<file path="src/rtl/rf_window_stack.sv">
// LIFO window stack: captures 2*N-word spills and returns them reversed on fill.
// Latency: a fill request gives the first word two edges later, then one word per cycle.
// No backpressure. Requests that arrive while busy set proto_err and are ignored.
module rf_window_stack #(
    parameter int NBITS   = 64,
    parameter int N       = 3,
    parameter int MAX_WIN = 4
) (
    input  logic                           clk,
    input  logic                           rst,
    input  logic                           rf_spill,
    input  logic                           rf_fill,
    input  logic [NBITS-1:0]               rf_mem_bus,
    input  logic                           clr_err,
    output logic [NBITS-1:0]               rf_mem_busRead,
    output logic                           fill_valid,
    output logic                           busy,
    output logic [$clog2(MAX_WIN+1)-1:0]   win_cnt,
    output logic                           overflow,
    output logic                           underflow,
    output logic                           proto_err
);

    localparam int WORDS = 2 * N;
    localparam int DEPTH = MAX_WIN * WORDS;
    localparam int WP_W  = $clog2(DEPTH + 1);
    localparam int AW    = (DEPTH > 1) ? $clog2(DEPTH) : 1;
    localparam int BT_W  = $clog2(WORDS + 1);
    localparam int CW    = $clog2(MAX_WIN + 1);

    typedef enum logic [1:0] {IDLE, SPILL, DROP, FILL} state_t;

    state_t            state, state_nxt;
    logic [WP_W-1:0]   wp, wp_nxt, base_wp, wp_dec;
    logic [BT_W-1:0]   beat, beat_nxt;
    logic [CW-1:0]     cnt_nxt;
    logic              mem_we, rd_en;
    logic              ovf_set, unf_set, perr_set;
    logic              last_beat;
    logic [AW-1:0]     wr_idx, rd_idx;
    logic [NBITS-1:0]  mem [DEPTH];

    // An aborted spill rewinds to the top of the last complete window.
    assign base_wp   = WP_W'(win_cnt) * WP_W'(WORDS);
    assign wp_dec    = wp - WP_W'(1);
    assign wr_idx    = wp[AW-1:0];
    assign rd_idx    = wp_dec[AW-1:0];
    assign last_beat = (beat == BT_W'(WORDS - 1));

    always_comb begin
        state_nxt = state;
        wp_nxt    = wp;
        beat_nxt  = beat;
        cnt_nxt   = win_cnt;
        mem_we    = 1'b0;
        rd_en     = 1'b0;
        ovf_set   = 1'b0;
        unf_set   = 1'b0;
        perr_set  = 1'b0;
        case (state)
            IDLE: begin
                if (rf_spill) begin
                    perr_set = rf_fill;
                    beat_nxt = BT_W'(1);
                    if (win_cnt == CW'(MAX_WIN)) begin
                        ovf_set   = 1'b1;
                        state_nxt = DROP;
                    end else begin
                        mem_we    = 1'b1;
                        wp_nxt    = wp + WP_W'(1);
                        state_nxt = SPILL;
                    end
                end else if (rf_fill) begin
                    if (win_cnt == '0) begin
                        unf_set = 1'b1;
                    end else begin
                        state_nxt = FILL;
                        beat_nxt  = '0;
                    end
                end
            end
            SPILL: begin
                perr_set = rf_fill;
                if (!rf_spill) begin
                    perr_set  = 1'b1;
                    wp_nxt    = base_wp;
                    beat_nxt  = '0;
                    state_nxt = IDLE;
                end else begin
                    mem_we   = 1'b1;
                    wp_nxt   = wp + WP_W'(1);
                    beat_nxt = beat + BT_W'(1);
                    if (last_beat) begin
                        cnt_nxt   = win_cnt + CW'(1);
                        beat_nxt  = '0;
                        state_nxt = IDLE;
                    end
                end
            end
            DROP: begin
                perr_set = rf_fill;
                if (!rf_spill) begin
                    perr_set  = 1'b1;
                    wp_nxt    = base_wp;
                    beat_nxt  = '0;
                    state_nxt = IDLE;
                end else begin
                    beat_nxt = beat + BT_W'(1);
                    if (last_beat) begin
                        beat_nxt  = '0;
                        state_nxt = IDLE;
                    end
                end
            end
            FILL: begin
                perr_set = rf_spill | rf_fill;
                rd_en    = 1'b1;
                wp_nxt   = wp_dec;
                beat_nxt = beat + BT_W'(1);
                if (last_beat) begin
                    cnt_nxt   = win_cnt - CW'(1);
                    beat_nxt  = '0;
                    state_nxt = IDLE;
                end
            end
            default: state_nxt = IDLE;
        endcase
    end

    always_ff @(posedge clk or negedge rst) begin
        if (!rst) begin
            state          <= IDLE;
            wp             <= '0;
            beat           <= '0;
            win_cnt        <= '0;
            busy           <= 1'b0;
            fill_valid     <= 1'b0;
            rf_mem_busRead <= '0;
            overflow       <= 1'b0;
            underflow      <= 1'b0;
            proto_err      <= 1'b0;
        end else begin
            state      <= state_nxt;
            wp         <= wp_nxt;
            beat       <= beat_nxt;
            win_cnt    <= cnt_nxt;
            busy       <= (state_nxt != IDLE);
            fill_valid <= rd_en;
            if (rd_en) begin
                rf_mem_busRead <= mem[rd_idx];
            end
            // A new error in the clearing cycle keeps its flag set.
            overflow  <= (overflow  & ~clr_err) | ovf_set;
            underflow <= (underflow & ~clr_err) | unf_set;
            proto_err <= (proto_err & ~clr_err) | perr_set;
        end
    end

    always_ff @(posedge clk) begin
        if (mem_we) begin
            mem[wr_idx] <= rf_mem_bus;
        end
    end

endmodule

</file>
<file path="config.mk">
export PLATFORM = sky130hd
export DESIGN_NAME = rf_window_stack
export DESIGN_NICKNAME = d
export VERILOG_FILES = /design/src/rtl/rf_window_stack.sv
export SDC_FILE = /design/constraint.sdc
export NUM_CORES = 2
export LEC_CHECK = 0
export CAP_MARGIN = 20
export CORE_UTILIZATION = 60
export CTS_CLUSTER_SIZE = 24
export DETAILED_ROUTE_END_ITERATION = 8
export PLACE_DENSITY = 0.76
export SLEW_MARGIN = 10
export SYNTH_ARGS = -nofsm -noshare
export SYNTH_HDL_FRONTEND = slang
export SYNTH_SLANG_ARGS = --single-unit
</file>
<file path="constraint.sdc">
create_clock -name clk -period 10.2 [get_ports clk]
set_input_delay 2.04 -clock clk [delete_from_list [all_inputs] [get_ports clk]]
set_output_delay 2.04 -clock clk [all_outputs]
set_load 0.1 [all_outputs]
</file>
==> run summary <==
The flow ran to the end, and the final reports show no timing, DRC or antenna violations. The total of warnings raised by yosys came out at 0. The initial core utilization is 0.606, and the share of Yosys cell area claimed by the top area cell type is 0.747.

At the later pin of the worst-skew pair, clock insertion delay measures 0.77 ns. The via count normalized by instance count was 6.74. The worst setup path is launched from an input pin.

The critical path is of the in -> reg type. The tools report the logic gate share of total power as 0.357. The fraction of power spent switching nets works out to 0.338. Die outline width: 323 um. The share of the synthesized area in compound gates (AO/OA/AOI/OAI) works out to 0.0277. The number of nets handed over by synthesis was 2,898. The run gives 0 as the remaining number of nets flagged by the antenna check after routing. The share of async-settable or async-resettable flops after synthesis is 0.0507, and the core occupancy in the finished layout is 0.687. Portion of the post-synthesis area used by sequential elements: 0.781. The peak fanout along the critical path works out to 39.

At the worst endpoint, the arrival time is 5.79 ns. The finished cells cover 70,000 um2. The kind of capture point of the worst setup path is a flip-flop. Clock-pin slew was measured on the worst setup and hold paths at 0.06 ns.

The H-tree generated during clock tree synthesis spans 4 levels. The logs give 141 for the number of primary I/O pins and 2,817 for the number of standard cells after synthesis. The logs give 32,000 for the via count of the first global-routing pass and 1,618 for the number of clock sinks seen by CTS. The relative contribution of the clock network to total power was 0.265; the setup total negative slack was 0 ns. The final-report max-slew violation count came out at 0.

The register bit count reported by yosys works out to 1,618. Global routing finished with a remaining overflow of 0. In this run the worst hold path is classified as reg -> reg. In this run, the number of DRC markers left after iteration 0 of detailed routing was 4,090.

The clock arrives with 0.0214 ns of skew. Yosys mapped a number of flops with a built-in enable equal to 1,536. The highest achievable clock rate came out at 185 MHz. After detailed routing, the total wire length is 146 mm. In the routed design, unresolved DRC markers number 0. The run gives 0 as the total count of hold-check failures in the final report.

The first detailed-routing pass took 5 iterations. The worst-case hold slack was 0.518 ns. At the pin with the least slew margin, the transition time is 1.17 ns. The run gives 10.58 ns as the required arrival time at the worst endpoint. The floorplan step defined a core boundary enclosing 102,000 um2. Die extent in y: 323 um.

The part of the total power dissipated in sequential elements was 0.378. Headroom to the max-slew limit: 0.216. Routability-driven placement finished with a final weighted congestion of 0.813. The initialized floorplan defines 117 standard-cell rows.

The first-pass GRT wire length was 215 mm; the simple-gate area share of the yosys netlist was 0.0349. The final setup violation count is 0. After detailed routing, the average wire length per cell comes to 32.3 um. The maximum number of buffers from clock root to sink was 3; the synthesized area per cell was 21.9 um2.

The number of buffers inserted by hold repair at cts came out at 0. The XOR/XNOR share of the synthesized area was 0.00140; the number of setup buffers added after CTS was 0. TritonCTS built the clock tree. For the number of fill cells, the log shows 6,050. The total vias in the final route came out at 30,400. Setup repair after global routing left no endpoint under its margin. sky130_fd_sc_hd__edfxtp_1 is the most common cell in the netlist. Once placement finished, the instance area stood at 64,800 um2. The final critical delay including setup and external delays was 5.42 ns; the floorplan die area was 104,000 um2.

The proportion of synthesized area in mux cells came out at 0.140. The logs give 141 for the largest net degree at the start of global routing and 4,514 for the count of placed standard cells in the final layout, fillers left out. Port buffering added 140 buffers. The tree is rooted in a sky130_fd_sc_hd__clkbuf_16. For this design the ratio of total power to cell area is 305 nW/um2. The initial antenna violation count was 5; the post-CTS resize count was 0.

The area growth from synthesis to layout is 13.5%. By area, the combinational part of the netlist is dominated by multiplexers. IR analysis of the VDD net gives a maximum drop of 0.520 mV. In this run the power spent charging and discharging nets is 7210 uW. In the post-synthesis netlist, the biggest area contributors are sky130_fd_sc_hd__edfxtp_1 (75%), sky130_fd_sc_hd__mux4_2 (14%), sky130_fd_sc_hd__dfrtp_1 (3.3%). The prevailing post-synth register cell was sky130_fd_sc_hd__edfxtp_1. The reported max-cap violation count was 0; the CTS buffer count was 156. Internal power comes to 14,100 uW.

The post-synthesis instance area is 61,700 um2, and the share of post-route cells with drive strength above 1 is 0.220. The overall fraction of global-route tracks in use came out at 0.290. The number of different library cells used by synthesis comes to 45. Counting instances in the post-synthesis netlist gives the leading cell types as sky130_fd_sc_hd__edfxtp_1 (1,536), sky130_fd_sc_hd__mux4_2 (384), sky130_fd_sc_hd__and2_1 (191). The leakage component of the power was 0.0220 uW; the count of placed standard cells including taps was 4,214.

The share of the clock period used by the worst path came out at 0.531. The synthesized design spends more area on one cell type than any other, namely sky130_fd_sc_hd__edfxtp_1. The arithmetic-cell share of the synthesized area counting full adders, half adders and majority gates was 0.00268; the HPWL after detailed placement was 71.3 mm. The final layout contains 3,091 nets.
area by class of cell:
class                      count  area (um2)  share of cell area
antenna                        1        2.50           0.0000357
clock inverter                78         697             0.00995
timing repair buffer         194        2050              0.0292
inverter                      12        50.0            0.000715
tap                         1368        1710              0.0244
multi-input combinational   1028       13000               0.186
clock buffer                 215        4320              0.0617
sequential                  1618       48200               0.688
cells by family (layout without fill, tap and decap cells):
logic type	count (synthesis)	count (layout)
xor+xnor	9	9
simple gates	391	391
fa+ha+maj	12	12
mux	384	384
other cells	0	1
flops	1618	1618
buf+inv	171	499
compound gates	232	232
layout by cell type (no fill, tap or decap), types with 11 or more instances in the layout:
| cell | n |
|---|---|
| sky130_fd_sc_hd__clkinv_1 | 31 |
| sky130_fd_sc_hd__nand2_1 | 21 |
| sky130_fd_sc_hd__mux4_2 | 384 |
| sky130_fd_sc_hd__and2_1 | 191 |
| sky130_fd_sc_hd__nor2_4 | 24 |
| sky130_fd_sc_hd__clkdlybuf4s50_1 | 139 |
| sky130_fd_sc_hd__buf_4 | 41 |
| sky130_fd_sc_hd__a211oi_1 | 189 |
| sky130_fd_sc_hd__edfxtp_1 | 1536 |
| sky130_fd_sc_hd__dfrtp_1 | 81 |
| sky130_fd_sc_hd__nor4_1 | 63 |
| sky130_fd_sc_hd__nor2_1 | 74 |
| sky130_fd_sc_hd__clkbuf_8 | 11 |
| sky130_fd_sc_hd__clkinv_2 | 25 |
| sky130_fd_sc_hd__clkbuf_16 | 160 |
| sky130_fd_sc_hd__clkbuf_1 | 44 |
through the flow:
step,power [uW],worst slack (ns)
finish,21300,4.78
CTS,21400,4.85
global route,22100,4.63
floorplan,13800,4.24
detailed placement,15700,4.07
global placement,15600,4.13
final timing paths:
path / start / to / slack (ns) / depth (start not counted)
setup / recovery: rf_spill / mem[6][23]$_DFFE_PP_ / 4.78 / 6
setup reg to reg: wp[0]$_DFFE_PN0P_ / rf_mem_busRead[9]$_DFFE_PN0P_ / 5.45 / 8
min in group asynchronous: rst / rf_mem_busRead[42]$_DFFE_PN0P_ / 1.17 / 1
max in group asynchronous: rst / rf_mem_busRead[14]$_DFFE_PN0P_ / 8.15 / 2
hold / removal: beat[2]$_DFFE_PN0P_ / beat[2]$_DFFE_PN0P_ / 0.52 / 1
hold reg to reg: beat[2]$_DFFE_PN0P_ / beat[2]$_DFFE_PN0P_ / 0.52 / 1
flip-flops by register name, indices dropped and copies added (netlist names):
name	count
mem	1536
rf_mem_busRead	64
wp	5
beat	3
win_cnt	3
state	2
busy	1
fill_valid	1
overflow	1
proto_err	1
underflow	1
critical path: stages:
cell and delay [ns]:
sky130_fd_sc_hd__clkdlybuf4s50_1 0.70, sky130_fd_sc_hd__inv_1 0.17, sky130_fd_sc_hd__nor2_1 0.41, sky130_fd_sc_hd__nand2_1 0.51, sky130_fd_sc_hd__nor2_4 0.99, sky130_fd_sc_hd__buf_4 0.86
layer usage:
metal	GRT usage	vias to the layer above	share of wire
met5	0	-	0.00040
met4	0.0997	8	0.030
met3	0.0558	295	0.097
met2	0.475	1953	0.50
met1	0.396	16000	0.37
li1	-	12200	-
power by group through the flow:
stage | combinational [uW] | clock (uW) | sequential [uW]
after global routing | 8010 | 5960 | 8090
final | 7610 | 5660 | 8060
after floorplan | 4760 | 0 | 9050
after detailed placement | 7550 | 0 | 8190
after CTS | 7660 | 5710 | 8060
after global placement | 7480 | 0 | 8160
(Power assumes the default switching activity.)
